==> src/rtl/dpram_pkg.sv <==
// dpram_pkg: shared types, collision-mode constants and the byte-merge helper
// used by dual_port_sync_ram and its init sweep FSM.
package dpram_pkg;

    typedef enum logic {
        DPRAM_CLEAR = 1'b0,
        DPRAM_READY = 1'b1
    } dpram_state_t;

    // Collision policy selectors for RD_MODE.
    localparam int RD_FIRST = 0;
    localparam int WR_FIRST = 1;

    // Widest word be_merge can handle. Callers zero-extend their operands
    // and truncate the result with size casts.
    localparam int DPRAM_MAX_DW = 256;
    localparam int DPRAM_MAX_BE = DPRAM_MAX_DW / 8;

    // Returns old_word with every byte whose enable bit is set replaced by
    // the matching byte of new_word.
    function automatic logic [DPRAM_MAX_DW-1:0] be_merge(
        input logic [DPRAM_MAX_DW-1:0] old_word,
        input logic [DPRAM_MAX_DW-1:0] new_word,
        input logic [DPRAM_MAX_BE-1:0] be
    );
        logic [DPRAM_MAX_DW-1:0] result;
        result = old_word;
        for (int i = 0; i < DPRAM_MAX_BE; i++) begin
            if (be[i]) begin
                result[8*i +: 8] = new_word[8*i +: 8];
            end
        end
        return result;
    endfunction

endpackage

==> src/rtl/dpram_init_fsm.sv <==
// dpram_init_fsm: after reset, walks clear_ptr over every word so the top
// level can zero the array, then raises ready and stays there until the
// next reset. A reset mid-sweep restarts the walk from word 0.
module dpram_init_fsm
    import dpram_pkg::*;
#(
    parameter int ADDR_WIDTH = 4,
    parameter int DEPTH      = 16
) (
    input  logic                  clk,
    input  logic                  rst_n,
    output logic                  ready,
    output logic                  clear_we,
    output logic [ADDR_WIDTH-1:0] clear_addr
);

    localparam logic [ADDR_WIDTH-1:0] LAST_ADDR = ADDR_WIDTH'(DEPTH - 1);

    dpram_state_t          state;
    dpram_state_t          state_next;
    logic [ADDR_WIDTH-1:0] clear_ptr;

    // State register plus sweep pointer, which advances every CLEAR cycle.
    always_ff @(posedge clk or negedge rst_n) begin
        if (!rst_n) begin
            state     <= DPRAM_CLEAR;
            clear_ptr <= '0;
        end else begin
            state <= state_next;
            if (state == DPRAM_CLEAR) begin
                clear_ptr <= clear_ptr + ADDR_WIDTH'(1);
            end
        end
    end

    // Leave CLEAR once the last word has been written; READY is terminal.
    always_comb begin
        state_next = state;
        case (state)
            DPRAM_CLEAR: if (clear_ptr == LAST_ADDR) state_next = DPRAM_READY;
            DPRAM_READY: state_next = DPRAM_READY;
            default:     state_next = DPRAM_CLEAR;
        endcase
    end

    // Sweep owns the write port for the whole of CLEAR.
    always_comb begin
        clear_we   = (state == DPRAM_CLEAR);
        clear_addr = clear_ptr;
        ready      = (state == DPRAM_READY);
    end

endmodule

==> src/rtl/dual_port_sync_ram.sv <==
// dual_port_sync_ram: simple-dual-port synchronous RAM with byte-enable
// writes, selectable read/write collision policy, read-valid strobe,
// address-range error strobe and a self-clearing init sweep.
// Optional build macro DPRAM_OUT_REG_EN adds an output register stage
// (read latency 2); without it the read latency is 1.
module dual_port_sync_ram
    import dpram_pkg::*;
#(
    parameter int ADDR_WIDTH = 4,
    parameter int DATA_WIDTH = 32,
    parameter int DEPTH      = 16,
    parameter int RD_MODE    = 0
) (
    input  logic                    clk,
    input  logic                    rst_n,
    output logic                    ready,
    input  logic                    wr_en,
    input  logic [ADDR_WIDTH-1:0]   wr_addr,
    input  logic [DATA_WIDTH-1:0]   wr_data,
    input  logic [DATA_WIDTH/8-1:0] wr_be,
    input  logic                    rd_en,
    input  logic [ADDR_WIDTH-1:0]   rd_addr,
    output logic [DATA_WIDTH-1:0]   rd_data,
    output logic                    rd_valid,
    output logic                    addr_err
);

    // One extra bit so DEPTH == 2**ADDR_WIDTH compares without wrapping.
    localparam logic [ADDR_WIDTH:0] DEPTH_LIMIT = (ADDR_WIDTH + 1)'(DEPTH);

    logic [DATA_WIDTH-1:0] mem [DEPTH];

    logic                  clear_we;
    logic [ADDR_WIDTH-1:0] clear_addr;

    logic                  wr_in_range;
    logic                  rd_in_range;
    logic                  wr_take;
    logic                  rd_take;
    logic                  wr_commit;
    logic                  collide;
    logic [DATA_WIDTH-1:0] wr_old;
    logic [DATA_WIDTH-1:0] wr_merged;
    logic [DATA_WIDTH-1:0] rd_word;

    logic [DATA_WIDTH-1:0] rd_data_s1;
    logic                  rd_valid_s1;
    logic                  rd_err_s1;
    logic                  wr_err_s1;

    dpram_init_fsm #(
        .ADDR_WIDTH (ADDR_WIDTH),
        .DEPTH      (DEPTH)
    ) u_init (
        .clk        (clk),
        .rst_n      (rst_n),
        .ready      (ready),
        .clear_we   (clear_we),
        .clear_addr (clear_addr)
    );

    // Request qualification, byte merge and the read word including the write-first bypass.
    always_comb begin
        wr_in_range = ({1'b0, wr_addr} < DEPTH_LIMIT);
        rd_in_range = ({1'b0, rd_addr} < DEPTH_LIMIT);
        wr_take     = ready & wr_en;
        rd_take     = ready & rd_en;
        wr_commit   = wr_take & wr_in_range;
        wr_old      = wr_in_range ? mem[wr_addr] : '0;
        wr_merged   = DATA_WIDTH'(be_merge(DPRAM_MAX_DW'(wr_old),
                                           DPRAM_MAX_DW'(wr_data),
                                           DPRAM_MAX_BE'(wr_be)));
        collide     = wr_commit & (wr_addr == rd_addr) & (RD_MODE == WR_FIRST);
        if (!rd_in_range) begin
            rd_word = '0;
        end else if (collide) begin
            rd_word = wr_merged;
        end else begin
            rd_word = mem[rd_addr];
        end
    end

    // Single physical write port: the init sweep owns it until ready, then user writes.
    always_ff @(posedge clk) begin
        if (clear_we) begin
            mem[clear_addr] <= '0;
        end else if (wr_commit) begin
            mem[wr_addr] <= wr_merged;
        end
    end

    // First read stage plus one-cycle error strobes; rd_data holds between reads.
    always_ff @(posedge clk or negedge rst_n) begin
        if (!rst_n) begin
            rd_data_s1  <= '0;
            rd_valid_s1 <= 1'b0;
            rd_err_s1   <= 1'b0;
            wr_err_s1   <= 1'b0;
        end else begin
            rd_valid_s1 <= rd_take;
            rd_err_s1   <= rd_take & ~rd_in_range;
            wr_err_s1   <= wr_take & ~wr_in_range;
            if (rd_take) begin
                rd_data_s1 <= rd_word;
            end
        end
    end

`ifdef DPRAM_OUT_REG_EN
    logic [DATA_WIDTH-1:0] rd_data_s2;
    logic                  rd_valid_s2;
    logic                  rd_err_s2;

    // Output stage delays read data, valid and read error by one more cycle.
    always_ff @(posedge clk or negedge rst_n) begin
        if (!rst_n) begin
            rd_data_s2  <= '0;
            rd_valid_s2 <= 1'b0;
            rd_err_s2   <= 1'b0;
        end else begin
            rd_valid_s2 <= rd_valid_s1;
            rd_err_s2   <= rd_err_s1;
            if (rd_valid_s1) begin
                rd_data_s2 <= rd_data_s1;
            end
        end
    end

    assign rd_data  = rd_data_s2;
    assign rd_valid = rd_valid_s2;
    assign addr_err = rd_err_s2 | wr_err_s1;
`else
    assign rd_data  = rd_data_s1;
    assign rd_valid = rd_valid_s1;
    assign addr_err = rd_err_s1 | wr_err_s1;
`endif

endmodule

==> config.mk <==
export PLATFORM = sky130hd
export DESIGN_NAME = dual_port_sync_ram
export DESIGN_NICKNAME = d
export VERILOG_FILES = /design/src/rtl/dpram_pkg.sv /design/src/rtl/dpram_init_fsm.sv /design/src/rtl/dual_port_sync_ram.sv
export SDC_FILE = /design/constraint.sdc
export NUM_CORES = 1
export LEC_CHECK = 0
export CORE_UTILIZATION = 65
export CTS_CLUSTER_DIAMETER = 200
export CTS_CLUSTER_SIZE = 10
export DETAILED_ROUTE_END_ITERATION = 8
export PLACE_DENSITY = 0.95
export REMOVE_ABC_BUFFERS = 1
export SLEW_MARGIN = 0
export SYNTH_ARGS = -nofsm -noshare
export SYNTH_HDL_FRONTEND = slang
export SYNTH_SLANG_ARGS = --single-unit
==> constraint.sdc <==
create_clock -name clk -period 5.9 [get_ports clk]
set_input_delay 0.59 -clock clk [delete_from_list [all_inputs] [get_ports clk]]
set_output_delay 0.59 -clock clk [all_outputs]
set_load 0.01 [all_outputs]
==> results of run 1 <==
[final cells by class]
class | count | area share
sequential | 550 | 0.660
multi-input combinational | 710 | 0.211
clock buffer | 106 | 0.0686
timing repair buffer | 92 | 0.0372
tap | 442 | 0.0224
clock inverter | 2 | 0.000709
inverter | 1 | 0.000152
[worst max-delay path, cell delays in order, from the launching register on]
cell and delay [ps]:
dfrtp_1 660, nand2_2 140, nor2_4 800, mux2i_4 490, nor3_1 1130
[metrics by stage]
stage          power, W  cell area [µm²]   util  cells  setup WS (ps)
2_1_floorplan   0.00464            21500      -   1261           2580
3_3_place_gp    0.00490            23000  0.700   1795           2050
3_5_place_dp    0.00492            23000  0.700   1795           1860
4_1_cts         0.00822            24700  0.752   1903           2370
5_1_grt         0.00839            24700  0.752   1903           2160
6_report        0.00824            24700  0.752   1903           2240
[flip-flops by register name, indices dropped and copies added (netlist names)]
signal,cells
u_init.clear_addr,4
mem,512
u_init.ready,1
rd_data,32
rd_valid,1
[worst paths after layout]
kind                                   start     endpoint  slack, ps  depth (start not counted)
worst max-delay path            u_init.ready  mem[14][31]       2240                          4
worst min-delay path                   rst_n   rd_data[2]        140                          2
worst max register to register  u_init.ready  mem[14][31]       2240                          4
worst min register to register   rd_data[27]  rd_data[27]        480                          2
max in group asynchronous              rst_n  rd_data[27]       5250                          2
min in group clk                 rd_data[27]  rd_data[27]        480                          2
[power by group through the flow]
stage | sequential, W | clock [W] | combinational, W
after floorplan | 0.00442 | 0 | 0.000223
after global placement | 0.00441 | 0 | 0.000496
after detailed placement | 0.00441 | 0 | 0.000514
after CTS | 0.00433 | 0.00337 | 0.000525
after global routing | 0.00433 | 0.00350 | 0.000558
final | 0.00433 | 0.00338 | 0.000535
[placed cells by master, fill, tap and decap left out]
| cell type | instances |
|---|---|
| edfxtp_1 | 512 |
| mux2i_1 | 256 |
| nand2_1 | 115 |
| clkdlybuf4s50_1 | 79 |
| nand3_1 | 74 |
| a22oi_1 | 73 |
| clkbuf_16 | 61 |
| nor3_1 | 59 |
| clkbuf_1 | 45 |
| dfrtp_1 | 38 |
| and2_1 | 32 |
| a21oi_1 | 32 |
| nand4_1 | 23 |
| buf_4 | 9 |
| nor2b_1 | 8 |
| mux2i_4 | 6 |
| nor3_2 | 5 |
| a21boi_2 | 4 |
| nor2_1 | 4 |
| xnor2_1 | 3 |
| nor2_4 | 2 |
| mux2_4 | 2 |
| nor2b_4 | 2 |
| inv_6 | 2 |
| buf_12 | 2 |
| nand2_2 | 1 |
| nor4_4 | 1 |
| a31o_2 | 1 |
| inv_1 | 1 |
| and2_2 | 1 |
| nor2_2 | 1 |
| nand2b_1 | 1 |
| mux2_2 | 1 |
| nand4b_1 | 1 |
| ha_1 | 1 |
| conb_1 | 1 |
| buf_8 | 1 |
| buf_2 | 1 |
[cells by family (layout without fill, tap and decap cells)]
logic type | count (synthesis) | in the layout | share of synthesized area
compound gates | 110 | 110 | 0.0341
xor+xnor | 3 | 3 | 0.00120
other cells | 1 | 1 | 0.000171
buf+inv | 85 | 201 | 0.0187
fa+ha+maj | 1 | 1 | 0.000571
flops | 550 | 550 | 0.746
simple gates | 330 | 330 | 0.0748
mux | 265 | 265 | 0.125
[routing by layer]
metal	track usage	up-vias
met5	0	-
met4	0.141	0
met3	0.0565	178
met2	0.538	1189
met1	0.441	6387
li1	-	5345
==> run summary, run 1 <==
area fraction of the dominant cell type after synthesis -> 0.702
Clock Latency Late Sink -> 600 ps
port bufs -> 81
Fillers -> 1776
Multi-input gate area -> 5210 µm²
syn avg cell area -> 16.3 µm²
Routed WL per cell -> 28.9 µm
final max-slew violation count -> 0
Fin. Hold Viols -> 0
Clock transition at path regs -> 60 ps
PwrDens -> 333 nW/µm²
synth unique cells -> 34
startpoint types -> register
Die Area -> 34400 µm²
CP Max Fanout -> 23
Setup Buffers After CTS -> 0
DRT Pass-1 Iters -> 6
largest net degree at the start of global routing -> 97
Met1 Routed Length -> 19100 µm
DIE HEIGHT -> 186 µm
Slew Limit Headroom -> 0.104
routed wire length -> 55000 µm
Slew @ Worst Pin -> 1330 ps
H-tree Lvls -> 2
Antenna Cells -> 0
top cells by count, synth -> edfxtp_1, mux2i_1, nand2_1, nand3_1, a22oi_1
Die W -> 186 µm
Finish-stage setup viols -> 0
Peak supply drop -> 301 µV
yosys warns -> 0
Setup CP Type -> register to register
Mapped Cells -> 1345
worst clock skew -> 14.7 ps
CP required -> 6100 ps
status -> completed
Via density -> 6.88
top routing layer used -> met4
setup_tns -> 0 ps
DRC -> 0
Congestion Overflow GR -> 0
crit path time final -> 3660 ps
deepest clock path buffer count -> 3
Max-Cap Viols -> 0
post-DP HPWL -> 30400 µm
NetSw -> 0.00183 W
Register Area -> 16300 µm²
Internal -> 0.00642 W
Site Rows -> 66
met3 WL post-DR -> 6710 µm
Via Count -> 13100
TritonCTS Buffers -> 60
Critical Path AT -> 3860 ps
clk sinks -> 550
switching share of total power -> 0.221
Layout area overhead -> 12.9%
Clk pwr share -> 0.410
RSZ-0062 raised after global routing -> no
ratio of cells with drive above 1 in the final layout -> 0.0705
Synth async-reset ratio -> 0.0691
P_leak -> 9.28 nW
sequential share of power -> 0.525
Final Cycle Share -> 0.620
Synth area leader -> edfxtp_1
top post-synthesis cells by area -> edfxtp_1, mux2i_1, dfrtp_1, a22oi_1, nand2_1
Seq cells post-synth -> 550
worst hold slack -> 142 ps
worst hold path type -> primary input to asynchronous set/reset pin
antenna viol nets, final -> 0
core footprint -> 32900 µm²
number of synthesized flops with an enable pin -> 512
Ports -> 83
most frequent cell after synthesis -> edfxtp_1
register area share after synthesis -> 0.746
mapped cell area -> 21900 µm²
Synth Flop Type -> edfxtp_1
crit end category -> register
Logic pwr share -> 0.065
Initial Utilization -> 0.666
DRT iter0 DRCs -> 1742
first-pass GRT wire length -> 81000 µm
hold buffers post-CTS -> 0
Placer Congestion -> 0.867
number of global-route vias before repair -> 13000
fmax -> 273 MHz
CTS tree -> yes
gr usage total -> 0.329
Met2 Wirelength -> 26800 µm
initial antenna violation count -> 0
Root Driver -> clkbuf_16
nets@finish -> 1464
Gates resized, CTS repair -> 0
(Power assumes the default switching activity.)
==> inputs of run 2 (changes only) <==
- CORE_UTILIZATION: 65 -> 55
- PLACE_DENSITY: 0.95 -> 0.88
- clock period: 5.9 -> 3.1 ns (I/O delays scaled with it)
==> run 2 against run 1 <==
Final cell count grew 8.9%; worst setup slack got worse by 1700 ps; die area up 18%; worst hold slack improved by 130 ps; cell area is 3.6% higher; sequential share of layout area shrank 2.3 points; flip-flop and latch count stayed put; core utilization down 9.4 points; clock power rose by 88%; critical path depth increased by 2; critical path type unchanged; largest cell class unchanged; largest power group unchanged; highest routed layer unchanged.
==> run summary, run 2 (synthesis results as in run 1) <==
fmax -> 386 MHz (+41%)
Layout area overhead -> 17.0%
final std cells w/o fill -> 2073 (+8.9%)
TritonCTS Buffers -> 60 (unchanged)
DIE HEIGHT -> 202 µm (+8.6%)
leading cell type in the layout, fill and taps excluded -> edfxtp_1
worst hold path type -> primary input to asynchronous set/reset pin
Routed WL per cell -> 25.4 µm (-12%)
CP required -> 3450 ps (-2650 ps)
Clock Latency Late Sink -> 590 ps (about the same)
Clk pwr share -> 0.406 (-0.004)
RSZ-0062 raised after global routing -> no
setup_tns -> 0 ps (unchanged)
Via density -> 6.22 (-9.7%)
routed wire length -> 52600 µm (-4.3%)
PwrDens -> 611 nW/µm² (+83%)
flip-flop count of the largest register after layout -> 512 (unchanged)
post-DP HPWL -> 30500 µm (+0.38%)
Initial Utilization -> 0.562 (-0.104)
most frequent CP cell -> buf_4
Root Driver -> clkbuf_16
switching share of total power -> 0.217 (-0.00461)
Die Area -> 40600 µm² (+18%)
status -> completed
crit-path max cell delay -> 900 ps (-230 ps)
nets@finish -> 1557 (+6.4%)
antenna viol nets, final -> 0 (unchanged)
DRC -> 0 (unchanged)
Peak supply drop -> 498 µV (+65%)
Final Cycle Share -> 0.835 (+0.215)
P_leak -> 9.80 nW (+5.6%)
initial antenna violation count -> 0 (unchanged)
hold buffers post-CTS -> 1 (+1)
sequential share of power -> 0.526 (about the same)
finished layout cell area -> 25600 µm² (+3.6%)
Slew @ Worst Pin -> 1010 ps (-329 ps)
core footprint -> 38900 µm² (+18%)
Congestion Overflow GR -> 0 (unchanged)
slowest cell on the critical path -> mux2i_4
most frequent cells in the layout -> edfxtp_1, mux2i_1, nand2_1, buf_4, clkdlybuf4s50_1
dpl cells -> 1963 (+9.4%)
Reg with most FFs -> mem
DRT Pass-1 Iters -> 5 (-1)
CP Cell Sequence -> nand2_2 > nor2_4 > buf_4 > mux2i_4 > nor3_1 > buf_4
deepest clock path buffer count -> 3 (unchanged)
Site Rows -> 72 (+9.1%)
first-pass GRT wire length -> 78800 µm (-2.8%)
port bufs -> 81 (unchanged)
H-tree Lvls -> 2 (unchanged)
crit end category -> register
crit path time final -> 2590 ps (-1070 ps)
DRT iter0 DRCs -> 1616 (-7.2%)
CTS tree -> yes
Clock transition at path regs -> 60 ps (about the same)
gr usage total -> 0.260 (-0.0688)
Setup Buffers After CTS -> 0 (unchanged)
CP Max Fanout -> 16 (-30%)
clk sinks -> 550 (unchanged)
Antenna Cells -> 0 (unchanged)
Tot Pwr -> 0.0156 W (+90%)
Slew Limit Headroom -> 0.316 (+0.212)
largest net degree at the start of global routing -> 65 (-33%)
Max-Cap Viols -> 0 (unchanged)
final max-slew violation count -> 0 (unchanged)
Internal -> 0.0123 W (+91%)
Post-DP Area -> 23900 µm² (+3.8%)
number of global-route vias before repair -> 13000 (+0.27%)
NetSw -> 0.00339 W (+86%)
Finish-stage setup viols -> 0 (unchanged)
Via Count -> 12900 (-1.6%)
Placer Congestion -> 0.819 (-5.5%)
Fin. Hold Viols -> 0 (unchanged)
Logic pwr share -> 0.067 (+0.002)
Critical Path AT -> 2940 ps (-920 ps)
startpoint types -> register
Ports -> 83 (unchanged)
Gates resized, CTS repair -> 0 (unchanged)
Setup CP Type -> register to register
ratio of cells with drive above 1 in the final layout -> 0.123 (+0.0523)
worst clock skew -> 20.0 ps (+5.23 ps)
Die W -> 202 µm (+8.6%)
run 2: through the flow:
step                      setup slack [ps]  hold slack [ps]   util
final                                  512              274  0.658
after global routing                   432              297  0.658
after CTS                              545              292  0.658
after detailed placement              69.2              340  0.614
after global placement                 192              333  0.614
after floorplan                       57.4             14.4      -
run 2: worst paths after layout:
path                               from                   end  slack [ps]  cells after the start
max reg2reg                u_init.ready            mem[4][18]         510                      6
max in group asynchronous         rst_n  u_init.clear_addr[1]        2000                      3
min reg2reg                 rd_data[19]           rd_data[19]         480                      2
max                        u_init.ready            mem[4][18]         510                      6
min                               rst_n            rd_data[6]         270                      2
min in group clk             rd_addr[1]            rd_data[5]         440                      5
run 2: metal layers:
metal | part of all wire | track usage
met3 | 0.097 | 0.0547
met5 | 0 | 0
met4 | 0.038 | 0.114
met1 | 0.38 | 0.348
met2 | 0.48 | 0.415
run 2: area by class of cell:
class,instances,area (µm²)
Inverter,1,3.75
Multi-Input combinational cell,710,5180
Fill cell,2475,13300
Clock buffer,107,1700
Sequential cell,550,16300
Clock inverter,2,17.5
Tap cell,518,648
Timing Repair Buffer,185,1730
run 2: power by group through the flow:
stage                     logic [W]  clock network [W]  registers [W]
after floorplan            0.000424                  0        0.00841
after global placement      0.00100                  0        0.00839
after detailed placement    0.00103                  0        0.00839
after CTS                   0.00105            0.00638        0.00824
after global routing        0.00111            0.00667        0.00824
final                       0.00105            0.00636        0.00824
run 2: critical path: cells and delay by family, from the launching register on:
family / cells / cell delay (ps)
muxes: 1 / 900
DFF: 1 / 370
buffers and inverters: 2 / 570
and+or+nand+nor: 3 / 490
==> inputs of run 3 (changes only) <==
- clock period: 3.1 -> 2.1 ns (I/O delays scaled with it)
==> run 3 against run 2 <==
Final cell count increased by 2.8%; non-clock buffer count increased by 51; via count increased by 3.5%; combinational power increased by 74%; routed wire length increased by 6.1%; first-iteration DRC count increased by 21%; critical path depth unchanged; largest cell class unchanged; largest power group unchanged.
==> run summary, run 3 (synthesis results as in run 1) <==
Slew @ Worst Pin -> 714 ps (-291 ps)
reg2reg setup slack -> 20 ps (-500 ps)
CTS tree -> yes
leading cell type in the layout, fill and taps excluded -> edfxtp_1
Setup CP Type -> register to register
most frequent cells in the layout -> edfxtp_1, mux2i_1, nand2_1, buf_4, clkdlybuf4s50_1
Reg with most FFs -> mem
met3 usage -> 0.0603 (+0.00551)
Ports -> 83 (unchanged)
Clock transition at path regs -> 60 ps (about the same)
clk sinks -> 550 (unchanged)
RSZ-0062 raised after global routing -> yes
Site Rows -> 72 (unchanged)
core footprint -> 38900 µm² (unchanged)
gr usage total -> 0.275 (+0.0147)
Layout area overhead -> 22.0%
WP buf/inv -> 2 (unchanged)
largest net degree at the start of global routing -> 38 (-42%)
Fin. Hold Viols -> 0 (unchanged)
status -> completed
GR Util met1 -> 0.356 (+0.00768)
fmax -> 480 MHz (+24%)
Post-DP Area -> 24700 µm² (+3.5%)
port bufs -> 81 (unchanged)
nets@finish -> 1610 (+3.4%)
Max-Cap Viols -> 0 (unchanged)
flip-flop count of the largest register after layout -> 512 (unchanged)
final max-slew violation count -> 0 (unchanged)
finished layout cell area -> 26700 µm² (+4.3%)
DRC -> 0 (unchanged)
antenna viol nets, final -> 0 (unchanged)
Initial Utilization -> 0.562 (unchanged)
ratio of cells with drive above 1 in the final layout -> 0.155 (+0.0324)
worst reg2reg path depth -> 6 (unchanged)
worst clock skew -> 13.8 ps (-6.20 ps)
Slew Limit Headroom -> 0.524 (+0.208)
Peak supply drop -> 623 µV (+25%)
CP Max Fanout -> 10 (-6)
routed wire length -> 55900 µm (+6.1%)
Placer Congestion -> 0.858 (+4.7%)
TritonCTS Buffers -> 60 (unchanged)
Crit path depth -> 6 (unchanged)
Die W -> 202 µm (unchanged)
crit path time final -> 2080 ps (-504 ps)
initial antenna violation count -> 2 (+2)
PwrDens -> 877 nW/µm² (+43%)
deepest clock path buffer count -> 3 (unchanged)
Reg-to-Reg End -> mem[13][9]
Multi-input gate area -> 5250 µm² (+1.2%)
Root Driver -> clkbuf_16
Clock Latency Late Sink -> 600 ps (about the same)
slowest cell on the critical path -> dfrtp_1
global routing's busiest layer -> met2
Congestion Overflow GR -> 0 (unchanged)
Core Util, Final -> 0.686 (+0.0280)
Die Area -> 40600 µm² (unchanged)
origin of the worst setup path -> u_init.ready
Critical Path AT -> 2390 ps (-550 ps)
worst hold path type -> primary input to asynchronous set/reset pin
Final Cycle Share -> 0.992 (+0.157)
crit end category -> register
Worst Setup EP -> mem[13][9]
DRT Pass-1 Iters -> 7 (+2)
Routed WL per cell -> 26.2 µm (+3.2%)
Via density -> 6.26 (+0.64%)
Via Count -> 13300 (+3.5%)
startpoint types -> register
post-DP HPWL -> 33100 µm (+8.6%)
CP Cell Sequence -> nand2_2 > nor2_4 > buf_12 > mux2_4 > nor3_2 > buf_4
met2 usage -> 0.454 (+0.0393)
r2r startpoint -> u_init.ready
Finish-stage setup viols -> 0 (unchanged)
CP required -> 2410 ps (-1040 ps)
number of global-route vias before repair -> 13600 (+4.7%)
Register Area -> 16300 µm² (unchanged)
DIE HEIGHT -> 202 µm (unchanged)
crit-path max cell delay -> 410 ps (-490 ps)
kind of cell adding the most delay to the critical path -> simple AND/OR/NAND/NOR gates
P_leak -> 10.3 nW (+4.9%)
DRT iter0 DRCs -> 1963 (+21%)
first-pass GRT wire length -> 82700 µm (+5.0%)
H-tree Lvls -> 2 (unchanged)
worst hold slack -> 184 ps (-90.1 ps)
Fillers -> 2392 (-3.4%)
[run 3: worst register-to-register path, stage by stage, from the launching register on]
cell     delay (ps)
dfrtp_1         410
nand2_2          90
nor2_4          140
buf_12          170
mux2_4          430
nor3_2          340
buf_4           220
[run 3: report_power, final]
group	switching (W)	leakage [nW]	total (W)	internal, W
clock	0.00401	0.817	0.00942	0.00541
sequential	0.0000589	5.77	0.0122	0.0121
combinational	0.00104	3.69	0.00183	0.000787
total	0.00511	10.3	0.0234	0.0183
[run 3: per-layer routing]
metal / routed length [µm] / share of wire / vias to the layer above
li1: - / - / 5639
met1: 20000 / 0.36 / 6524
met2: 27300 / 0.49 / 987
met3: 6190 / 0.11 / 188
met4: 2430 / 0.043 / 0
met5: 0 / 0 / -
[run 3: area by class of cell]
class / instances / area share
well taps: 518 / 0.0243
diodes: 3 / 0.000281
repair buffers: 236 / 0.103
inverters: 1 / 0.000141
multi-input cells: 712 / 0.196
clock buffers: 109 / 0.0639
flip-flops and latches: 550 / 0.612
clock inverters: 2 / 0.000656
[run 3: worst min path at each step]
| stage | end | startpoint | slack [ps] | depth (start not counted) |
|---|---|---|---|---|
| CTS | rd_data[3] | rst_n | 210 | 2 |
| finish | rd_data[5] | rst_n | 180 | 2 |
| detailed placement | rd_data[5] | rst_n | 260 | 1 |
| global placement | rd_data[5] | rst_n | 240 | 1 |
| global route | rd_data[3] | rst_n | 230 | 2 |
| floorplan | rd_data[0] | rst_n | -90 | 0 |
[run 3: through the flow]
stage	power, W	setup TNS, ps	setup slack [ps]	instances
global route	0.0239	-496	-53.7	2130
finish	0.0234	0	16.0	2131
detailed placement	0.0141	-250750	-551	2003
CTS	0.0234	0	1.10	2126
global placement	0.0141	-217370	-503	2003
floorplan	0.0130	-304250	-843	1261
[run 3: timing repair]
action / 4_1_cts / 5_1_grt
hold endpoints to repair: 19 / 0
hold buffers: 1 / 0
buffers inserted: 11 / 0
setup endpoints to repair: 456 / 117
cloned: 0 / 2
gates resized for setup: 3 / 6
==> edit: new RTL, config.mk and constraints of run 3 <==
Set the parameter `RD_MODE` to 1 (it was 0).
--- a/src/rtl/dual_port_sync_ram.sv
+++ b/src/rtl/dual_port_sync_ram.sv
@@ -9,7 +9,7 @@
     parameter int ADDR_WIDTH = 4,
     parameter int DATA_WIDTH = 32,
     parameter int DEPTH      = 16,
-    parameter int RD_MODE    = 0
+    parameter int RD_MODE    = 1
 ) (
     input  logic                    clk,
     input  logic                    rst_n,
Check against the original RTL: same outputs for any inputs over 10 cycles, from zero or initial values and one cycle with rst_n low; that may be too few to reach the edited logic, so the function may still have changed.
==> edit against run 3 <==
Setup slack improved by 5.1 ps; critical path depth decreased by 1; sequential cell count unchanged; global-route usage increased by 5.6 points; wire length increased by 38%; die area increased by 18%; total power increased by 5.6%; combinational power increased by 51%; critical path type unchanged; cell area increased by 16%; area after synthesis increased by 18%.
==> edit: results <==
[sta]
slew_violations = 0
skew_ps = 22.9
fmax_mhz = 481
hold_ws_ps = 232
slew_headroom_pct = 43.2

[logic_synthesis]
netlist_top_cells_count = "edfxtp_1 (512), mux4_2 (256), and2_1 (65), a211oi_1 (64), mux2i_1 (64)"
syn_area_per_cell_sq_um = 19.1
ys_seq_area_share_pct = 63.3
async_flop_share_pct = 6.91
synth_edf_count = 512
ys.flop_type = "edfxtp_1"
synth_cell_types = 42
yosys-top-cells-area = "edfxtp_1 (60%), mux4_2 (22%), dfrtp_1 (3.7%)"
yosys_warnings = 0

[outcome]
outcome = "completed"

[setup_path]
crit_path_end = "mem[4][28]"
cp_slowest_cell = "mux4_2"
critPathMaxFanout = 16
crit_arrival_ps = 2370
critPathLaunch = "mem[3][28]"
cp_top_family = "multiplexers"
startpoint_type = "register"
r2r_cells = 5
max_stage_delay_ps = 500

[detailed_routing]
drt_iter0_drc = 2311
routed_wl_um = 76800
drt_first_pass_iters = 5
vias = 16343
wire_per_inst_um = 34.4

[cts]
clk_pin_slew_ps = 60
insertion_delay_ps = 630
post_cts_buffers = 0
h-tree-depth = 2
clock_path_buffers = 3
post_cts_resized = 4
root_buffer = "clkbuf_16"

[grt]
grt_pass1_vias = 17247
grt_util_all_layers_pct = 33.1
antenna_found_initial = 1
grt_pass1_wl_um = 112000
grt_start_max_net_pins = 65

[placement]
port_buffers = 81
post-place-cells = 2118
dp_hpwl_um = 46800
post-place-ws_ps = -331
gp_congestion = 0.904
placed_cell_area_sq_um = 29200

[finish]
top_register = "mem"
fillers = 2764
layout-drive-gt1-share_pct = 35.3
nNetsFinal = 1631

[power_and_ir_drop]
vdd_drop_max_uv = 708
p_leak_uw = 0.0105
p_clk_share_pct = 38.6
p_switching_uw = 5760
internal_power_uw = 19000
p_seq_share_pct = 50.2

[min_path]
hp-class = "input pin to asynchronous set/reset pin"
[edit: per-layer routing]
layer  up-vias  share of wire, %  track usage [%]
met2      1469                49             53.3
li1       6237                 -                -
met5         -                 0                0
met4         0               6.5             20.0
met3       378                13             7.75
met1      8259                32             40.9
[edit: cell type report]
cell class                      instances  area [sq um]  area share [%]
Clock buffer                          108          1680            5.42
Antenna cell                            1          2.50         0.00807
Clock inverter                          2          25.0          0.0807
Sequential cell                       550         16300            52.7
Multi-Input combinational cell        677          9000            29.0
Tap cell                              600           751            2.42
Timing Repair Buffer                  289          3200            10.3
Inverter                                4          15.0          0.0484
[edit: kinds of logic (layout without fill, tap and decap cells)]
group                    after synthesis  after routing  synth area share, %
AND/OR/NAND/NOR                      138            138                 3.17
adder cells (fa/ha/maj)                1              1               0.0485
flip-flops                           550            550                 63.3
XOR/XNOR                               8              8                0.272
buffers and inverters                122            403                 2.49
AO/OA/AOI/OAI                        208            208                 5.87
other                                  1              2               0.0145
multiplexers                         321            321                 24.9
